`src/rtl/gray_pkg.sv`:
```
// gray_pkg: shared widths, tracking state and Gray/binary conversion helpers
package gray_pkg;
    localparam int W_DEF = 32;
    localparam int CNT_W_DEF = 16;
    localparam int G_MAX = 64;
    typedef enum logic {EMPTY, TRACKING} track_e;
    // Gray to binary: each binary bit is the XOR of all Gray bits at or above it
    function automatic logic [G_MAX-1:0] gray2bin(input logic [G_MAX-1:0] g);
        logic [G_MAX-1:0] b;
        b[G_MAX-1] = g[G_MAX-1];
        for (int i = G_MAX - 2; i >= 0; i--) b[i] = b[i+1] ^ g[i];
        return b;
    endfunction
    function automatic logic [G_MAX-1:0] bin2gray(input logic [G_MAX-1:0] b);
        return b ^ (b >> 1);
    endfunction
endpackage

```
`src/rtl/popcount_w.sv`:
```
// popcount_w: combinational count of set bits in a W-bit word
// a_i: input word; cnt_o: number of ones, $clog2(W)+1 bits
module popcount_w #(
    parameter int W = 32
) (
    input  logic [W-1:0]       a_i,
    output logic [$clog2(W):0] cnt_o
);
    always_comb begin
        cnt_o = '0;
        for (int i = 0; i < W; i++) cnt_o = cnt_o + ($clog2(W)+1)'(a_i[i]);
    end
endmodule

```
`src/rtl/gray_monitor.sv`:
```
// gray_monitor: decodes a Gray counter stream and checks it steps by exactly +1
// clk/reset: clock, sync active-high reset; g/g_valid: Gray sample and qualifier
// bin/bin_valid: decoded value two edges later; err_pulse/err_sticky/err_count: step errors
// toggle_count: summed Hamming distance between valid samples; sample_count: accepted samples
module gray_monitor
    import gray_pkg::*;
#(
    parameter int W = W_DEF,
    parameter int CNT_W = CNT_W_DEF,
    parameter bit ALLOW_HOLD = 1'b0
) (
    input  logic             clk,
    input  logic             reset,
    input  logic [W-1:0]     g,
    input  logic             g_valid,
    output logic [W-1:0]     bin,
    output logic             bin_valid,
    output logic             err_pulse,
    output logic             err_sticky,
    output logic [CNT_W-1:0] err_count,
    output logic [CNT_W-1:0] toggle_count,
    output logic [CNT_W-1:0] sample_count
);
    localparam int PW = $clog2(W) + 1;
    // toggle sum is wide enough for both the counter and a full-width Hamming distance
    localparam int SW = (CNT_W > PW ? CNT_W : PW) + 1;
    logic [W-1:0] g_q, bin_q, g_prev_q, bin_prev_q, dec;
    logic v1_q, bin_valid_q, err_pulse_q, err_sticky_q, step_ok, err;
    logic [CNT_W-1:0] err_count_q, toggle_count_q, sample_count_q, toggle_count_d;
    logic [PW-1:0] hd;
    logic [SW-1:0] tsum;
    track_e state_q, state_d;
    popcount_w #(.W(W)) u_pc (.a_i(g_q ^ g_prev_q), .cnt_o(hd));
    assign dec = W'(gray2bin(G_MAX'(g_q)));
    always_comb begin
        step_ok = dec == bin_prev_q + W'(1);
        err = v1_q && state_q == TRACKING &&
              (hd > PW'(1) || (hd == PW'(1) && !step_ok) || (hd == '0 && !ALLOW_HOLD));
        tsum = SW'(toggle_count_q) + SW'(hd);
        toggle_count_d = tsum > SW'({CNT_W{1'b1}}) ? '1 : tsum[CNT_W-1:0];
        state_d = v1_q ? TRACKING : state_q;
    end
    always_ff @(posedge clk) begin
        if (reset) begin
            g_q <= '0;
            v1_q <= 1'b0;
            bin_q <= '0;
            bin_valid_q <= 1'b0;
            err_pulse_q <= 1'b0;
            err_sticky_q <= 1'b0;
            err_count_q <= '0;
            toggle_count_q <= '0;
            sample_count_q <= '0;
            g_prev_q <= '0;
            bin_prev_q <= '0;
            state_q <= EMPTY;
        end else begin
            g_q <= g;
            v1_q <= g_valid;
            bin_valid_q <= v1_q;
            err_pulse_q <= err;
            state_q <= state_d;
            if (v1_q) begin
                bin_q <= dec;
                g_prev_q <= g_q;
                bin_prev_q <= dec;
                sample_count_q <= sample_count_q + CNT_W'(sample_count_q != '1);
                if (state_q == TRACKING) toggle_count_q <= toggle_count_d;
            end
            if (err) begin
                err_sticky_q <= 1'b1;
                err_count_q <= err_count_q + CNT_W'(err_count_q != '1);
            end
        end
    end
    assign bin = bin_q;
    assign bin_valid = bin_valid_q;
    assign err_pulse = err_pulse_q;
    assign err_sticky = err_sticky_q;
    assign err_count = err_count_q;
    assign toggle_count = toggle_count_q;
    assign sample_count = sample_count_q;
endmodule

```
`config.mk`:
```
export PLATFORM = sky130hd
export DESIGN_NAME = gray_monitor
export DESIGN_NICKNAME = d
export VERILOG_FILES = /design/src/rtl/gray_pkg.sv /design/src/rtl/popcount_w.sv /design/src/rtl/gray_monitor.sv
export SDC_FILE = /design/constraint.sdc
export NUM_CORES = 1
export LEC_CHECK = 0
export ABC_CLOCK_PERIOD_IN_PS = 20300
export BUFFER_PORTS_ARGS = -buffer_cell sky130_fd_sc_hd__buf_2
export CAP_MARGIN = 5
export CORE_MARGIN = 2
export CORE_UTILIZATION = 28
export DETAILED_ROUTE_END_ITERATION = 16
export PLACE_DENSITY = 0.41
export SYNTH_ARGS = -nofsm -noshare
export SYNTH_HDL_FRONTEND = slang
export SYNTH_SLANG_ARGS = --single-unit
```
`constraint.sdc`:
```
create_clock -name clk -period 20.3 [get_ports clk]
set_input_delay 2.03 -clock clk [delete_from_list [all_inputs] [get_ports clk]]
set_output_delay 2.03 -clock clk [all_outputs]
set_load 0.1 [all_outputs]
```
Word level (Yosys, flattened, before mapping)
Cells that the tools add are included.
- reduce and logical (&&, ||, !) cells: 8
- add/subtract/negate cells: 35
- bitwise logic cells: 32
- $lt $le $gt $ge: 2
- mux-type cells: 1
- eq/ne operators: 4
- operators with widths (cell ; number):
    6-bit by 1-bit adder with 6-bit output ; 30
    16-bit by 1-bit adder with 16-bit output ; 2
    32-bit by 1-bit adder with 32-bit output (second input constant) ; 1
    32-bit equality test ; 1
    16-bit inequality test (second input constant) ; 2
    32-bit bitwise XOR ; 1
    1-bit bitwise XOR ; 31
    16-bit by 6-bit adder with 17-bit output ; 1
    17-bit by 16-bit greater-than comparator with 1-bit output (second input constant) ; 1
    16-bit 2-to-1 mux ; 1
    6-bit by 1-bit equality test with 1-bit output (second input constant) ; 1
    6-bit by 1-bit greater-than comparator with 1-bit output (second input constant) ; 1
    6-bit logical NOT ; 1
    1-bit logical AND ; 3
    1-bit by 1-bit adder with 2-bit output ; 1
    1-bit logical OR ; 2
    2-bit AND reduction ; 1
    1-bit logical NOT ; 1
- logic and storage cells: 93
- bits in registers: 149
- bits of input ports: 35

Depth between registers and ports, before layout
- depth in word-level cells: 37
- mapped depth: 29
- gate-level depth less buffers: 29

Modules after synthesis
From an unflattened synthesis, not the netlist that was laid out.
- cell total of the unflattened synthesis: 949
- area, all modules: 8663.3 um^2
- modules (own cells, without submodules) (module ; area each (um^2) ; instances ; cells an instance ; sequential area each (um^2)):
    gray_monitor ; 7905.1 ; 1 ; 876 ; 2962.8
    popcount_w ; 758.2 ; 1 ; 73 ; 0.0

Least setup slack after synthesis
No wires, ideal clock.
- path kind: register -> register
- from: reg g_q[1]
- to: reg toggle_count_q[11] (netlist: toggle_count[11])
- buffers on the path: 1
- setup time: 0.071 ns
- arrival: 7.540 ns
- cell stages (with the launch flop): 27
- required time: 20.229 ns
- clock period less this slack: 7.611 ns
- path slack: 12.689 ns
- cell sequence: dfxtp_1 > xor2_1 > ha_1 > inv_1 > fa_1 > inv_1 > fa_1 > fa_1 > fa_1 > inv_1 > fa_1 > fa_1 > fa_1 > fa_1 > nor2b_1 > o21a_1 > o21ai_0 > and2_1 > ha_1 > a21boi_0 > o21ai_0 > a2111oi_0 > and3_1 > a31oi_1 > clkbuf_1 > a211o_1 > a21oi_1
- longest elaborated chain between the ends: 35
- RTL lines (what ; line ; source):
    from (decl) ; gray_monitor.sv:27 ; logic [W-1:0] g_q, bin_q, g_prev_q, bin_prev_q, dec;
    from (signal assigned) ; gray_monitor.sv:58 ; g_q <= g;
    32-bit bitwise XOR (*) ; gray_monitor.sv:33 ; popcount_w #(.W(W)) u_pc (.a_i(g_q ^ g_prev_q), .cnt_o(hd));
    1-bit by 1-bit adder with 2-bit output (*) ; popcount_w.sv:11 ; for (int i = 0; i < W; i++) cnt_o = cnt_o + ($clog2(W)+1)'(a_i[i]);
    6-bit by 1-bit adder with 6-bit output (*) (30 in series) ; popcount_w.sv:11 ;
    16-bit by 6-bit adder with 17-bit output (*) ; gray_monitor.sv:39 ; tsum = SW'(toggle_count_q) + SW'(hd);
    17-bit by 16-bit greater-than comparator with 1-bit output ; gray_monitor.sv:40 ; toggle_count_d = tsum > SW'({CNT_W{1'b1}}) ? '1 : tsum[CNT_W-1:0];
    16-bit 2-to-1 mux (*) ; gray_monitor.sv:40 ;
    to (signal assigned) ; gray_monitor.sv:68 ; if (state_q == TRACKING) toggle_count_q <= toggle_count_d;
    to (decl) ; gray_monitor.sv:29 ; logic [CNT_W-1:0] err_count_q, toggle_count_q, sample_count_q, toggle_count_d;
Mark *: on every way between the ends. The rest lies on a longest branch, timed or not.
A chain may end at the register's enable or synchronous reset.

Worst setup path in the final report
- from: reg g_q[1]
- to: reg toggle_count_q[6] (netlist: toggle_count[6])
The elaborated chain is that of the path after synthesis.

==> impl_metrics.ini <==
[clock_tree]
worstSkewPairLatency_ps = 430
clock-root-buffer = clkbuf_16
htree_num_levels = 4
post_cts_resized = 0
cts_hold_buf = 0
cts_tree = built
numCtsBuffers = 17
post_cts_buffers = 0
cts_max_path_buffers = 2
clock-sinks = 148
clkTransAtPathRegs_ps = 70

[yosys]
synth_warnings = 0
syn_area_sq_mm = 0.00947
syn_avg_cell_area_sq_um = 9.00
ys_types = 65
ys_seq_area_share_pct = 31.3
synth_flop_cell = dfxtp_1
synth_nets = 1131
async_reset_ff_share_pct = 0
syn_inst = 1052
synth_top_area_cell = dfxtp_1
synth_edf_count = 0
synth_top_area_share_pct = 31.3
synth_area_leaders = dfxtp_1 31%, xnor2_1 7.1%, mux2i_1 5.8%, fa_1 5.3%, nor2_1 5.1%
ys_ff_latch = 148

[drt]
routed_wl_um = 26200
drtIter0Drc = 384
wire_per_inst_um = 16.5
viasPerCell = 4.77
drc_errors = 0
first_pass_iters = 4
vias = 7605
detail-route-antenna-nets = 0

[sta]
final.setup.worst_slack_ps = 12020
rsz0062_at_grt = false
max_freq_mhz = 121
worst_pin_slew_ps = 1120
fin_tns_setup_ps = 0
fin_crit_ps = 8280
maxSlewViolCount = 0
hold_viol = 0
clock_skew_ps = 10.4
period_share_pct = 40.8
slew_headroom_pct = 25.1
setup_violations = 0

[finish]
fill_cells = 3521
final_common_cell = dfxtp_1
layout-drive-gt1-share_pct = 15.9
final_cell_mix = 147 x dfxtp_1, 128 x nor2_1, 116 x buf_2, 77 x xnor2_1, 56 x nor2b_1
area_delta_synth_final_pct = 16.2
layout.nets = 1211

[setup_path]
end_kind = flip-flop
cp.required_ps = 20640
reg2reg_depth = 27
cp_max_fo = 9
crit_type = flip-flop to flip-flop
cp-start-kind = flip-flop
crit_arrival_ps = 8620

[global_routing]
grt_pass1_wl_um = 42700
antenna_found_initial = 4
grt_max_degree = 63
grt.total_usage_pct = 15.4
grt_pass1_vias = 7493
gr-total-overflow = 0

[hold_path]
min_path_type = flip-flop to flip-flop
whs_path_depth = 2

[pwr]
p_leak_uw = 0.00441
p_total_uw = 1450
power_density_mw_per_mm2 = 132
peakVddDrop_uv = 96.7

[floorplan]
dieArea_sq_mm = 0.0353
row_count = 67
die_height_um = 188
coreArea_sq_mm = 0.0334
dieWidth_um = 188
io_pins = 118
start_util_pct = 28.3

[placed_design]
io_buffers = 117
place_ws_ps = 12010
gp_congestion = 0.783
post-dp-hpwl_um = 19500

[flow_run]
cap_viol_max_count = 0

[run_status]
status = complete, no violations
per-layer routing:
metal | routed length (um) | share of wire (%) | up-vias | GRT usage, %
li1 | - | - | 3813 | -
met1 | 13000 | 49 | 3617 | 21.3
met2 | 11800 | 45 | 150 | 24.4
met3 | 1210 | 4.6 | 21 | 3.46
met4 | 229 | 0.87 | 4 | 3.45
met5 | 18 | 0.069 | - | 0
worst paths after layout:
path	startpoint	endpoint	slack [ps]
setup / recovery	g_q[1]	toggle_count[6]	12020
hold / removal	err_sticky	err_sticky	470
setup reg to reg	g_q[1]	toggle_count[6]	12020
hold reg to reg	err_sticky	err_sticky	470
worst max-delay path, stage by stage (launching register included):
cell	delay [ps]
dfxtp_1	440
xor2_1	110
ha_1	290
inv_1	50
fa_1	540
inv_1	60
fa_1	520
fa_1	520
fa_1	550
inv_1	50
fa_1	530
fa_1	520
fa_1	470
fa_1	420
nor2b_1	130
o21a_1	130
o21ai_0	80
and2_1	160
ha_1	310
a21boi_0	160
o21ai_0	190
a2111oi_0	680
and3_1	340
a31oi_1	220
buf_4	240
a31oi_1	170
nor2_1	60
a311oi_1	220
cell type report:
type | count | area [sq um] | area share [%]
Multi-Input combinational cell | 791 | 6070 | 55.1
Antenna cell | 2 | 5.00 | 0.0455
Sequential cell | 148 | 2970 | 27.0
Clock inverter | 12 | 130 | 1.18
Tap cell | 448 | 561 | 5.09
Timing Repair Buffer | 122 | 626 | 5.68
Clock buffer | 20 | 457 | 4.15
Inverter | 52 | 195 | 1.77
cell families after synthesis:
| family | after synthesis | share of synthesized area, % |
|---|---|---|
| DFF | 148 | 31.3 |
| xor gates and xnor gates | 153 | 18.1 |
| buffers and inverters | 113 | 4.68 |
| muxes | 69 | 7.48 |
| AOI/OAI and AO/OA | 135 | 9.70 |
| adders and majority gates | 44 | 7.79 |
| and+or+nand+nor | 390 | 21.0 |
synth_stat cells, types with 3 or more instances:
cell type and count:
dfxtp_1 148, nor2_1 128, xnor2_1 77, nor2b_1 56, mux2i_1 55, inv_1 52
xor2_1 48, nand2_1 46, clkbuf_1 43, nand3_1 34, nand4_1 32, a21oi_1 29
a211oi_1 26, fa_1 25, o21ai_0 22, ha_1 19, nor3_1 18, nor4_1 17
or3_1 16, buf_1 12, xnor3_1 11, mux2_1 9, o22ai_1 9, and3_1 8
or4_1 8, a311oi_1 6, nand2b_1 6, and2_1 5, mux2_2 5, o2111ai_1 5
o32ai_1 5, or2_2 5, xnor3_2 5, a21o_1 4, a31oi_1 4, o211ai_1 4
o21a_1 4, xnor2_2 4, a2111oi_0 3, a211o_1 3, buf_2 3, nand4b_1 3
xor3_1 3
sequential cells by signal (all words and copies together) (netlist names):
name	count
toggle_count	16
sample_count	16
err_sticky	1
g_prev_q	32
state_q	1
bin_prev_q	31
err_pulse	1
bin_valid	1
v1_q	1
g_q	32
err_count	16
where the power goes:
part	internal, uW	switching [uW]
Sequential	309	34.1
Clock	187	134
Combinational	319	470
Total	815	639
per-stage QoR:
stage,hold slack [ps],util [%],area [sq um],cells
after detailed placement,464,31.1,10400,1561
final,470,32.9,11000,1595
after global placement,458,31.1,10400,1561
after floorplan,449,-,9470,1052
after global routing,510,32.9,11000,1593
after CTS,477,32.9,11000,1593
No activity file was read; power rests on OpenSTA's default activity.
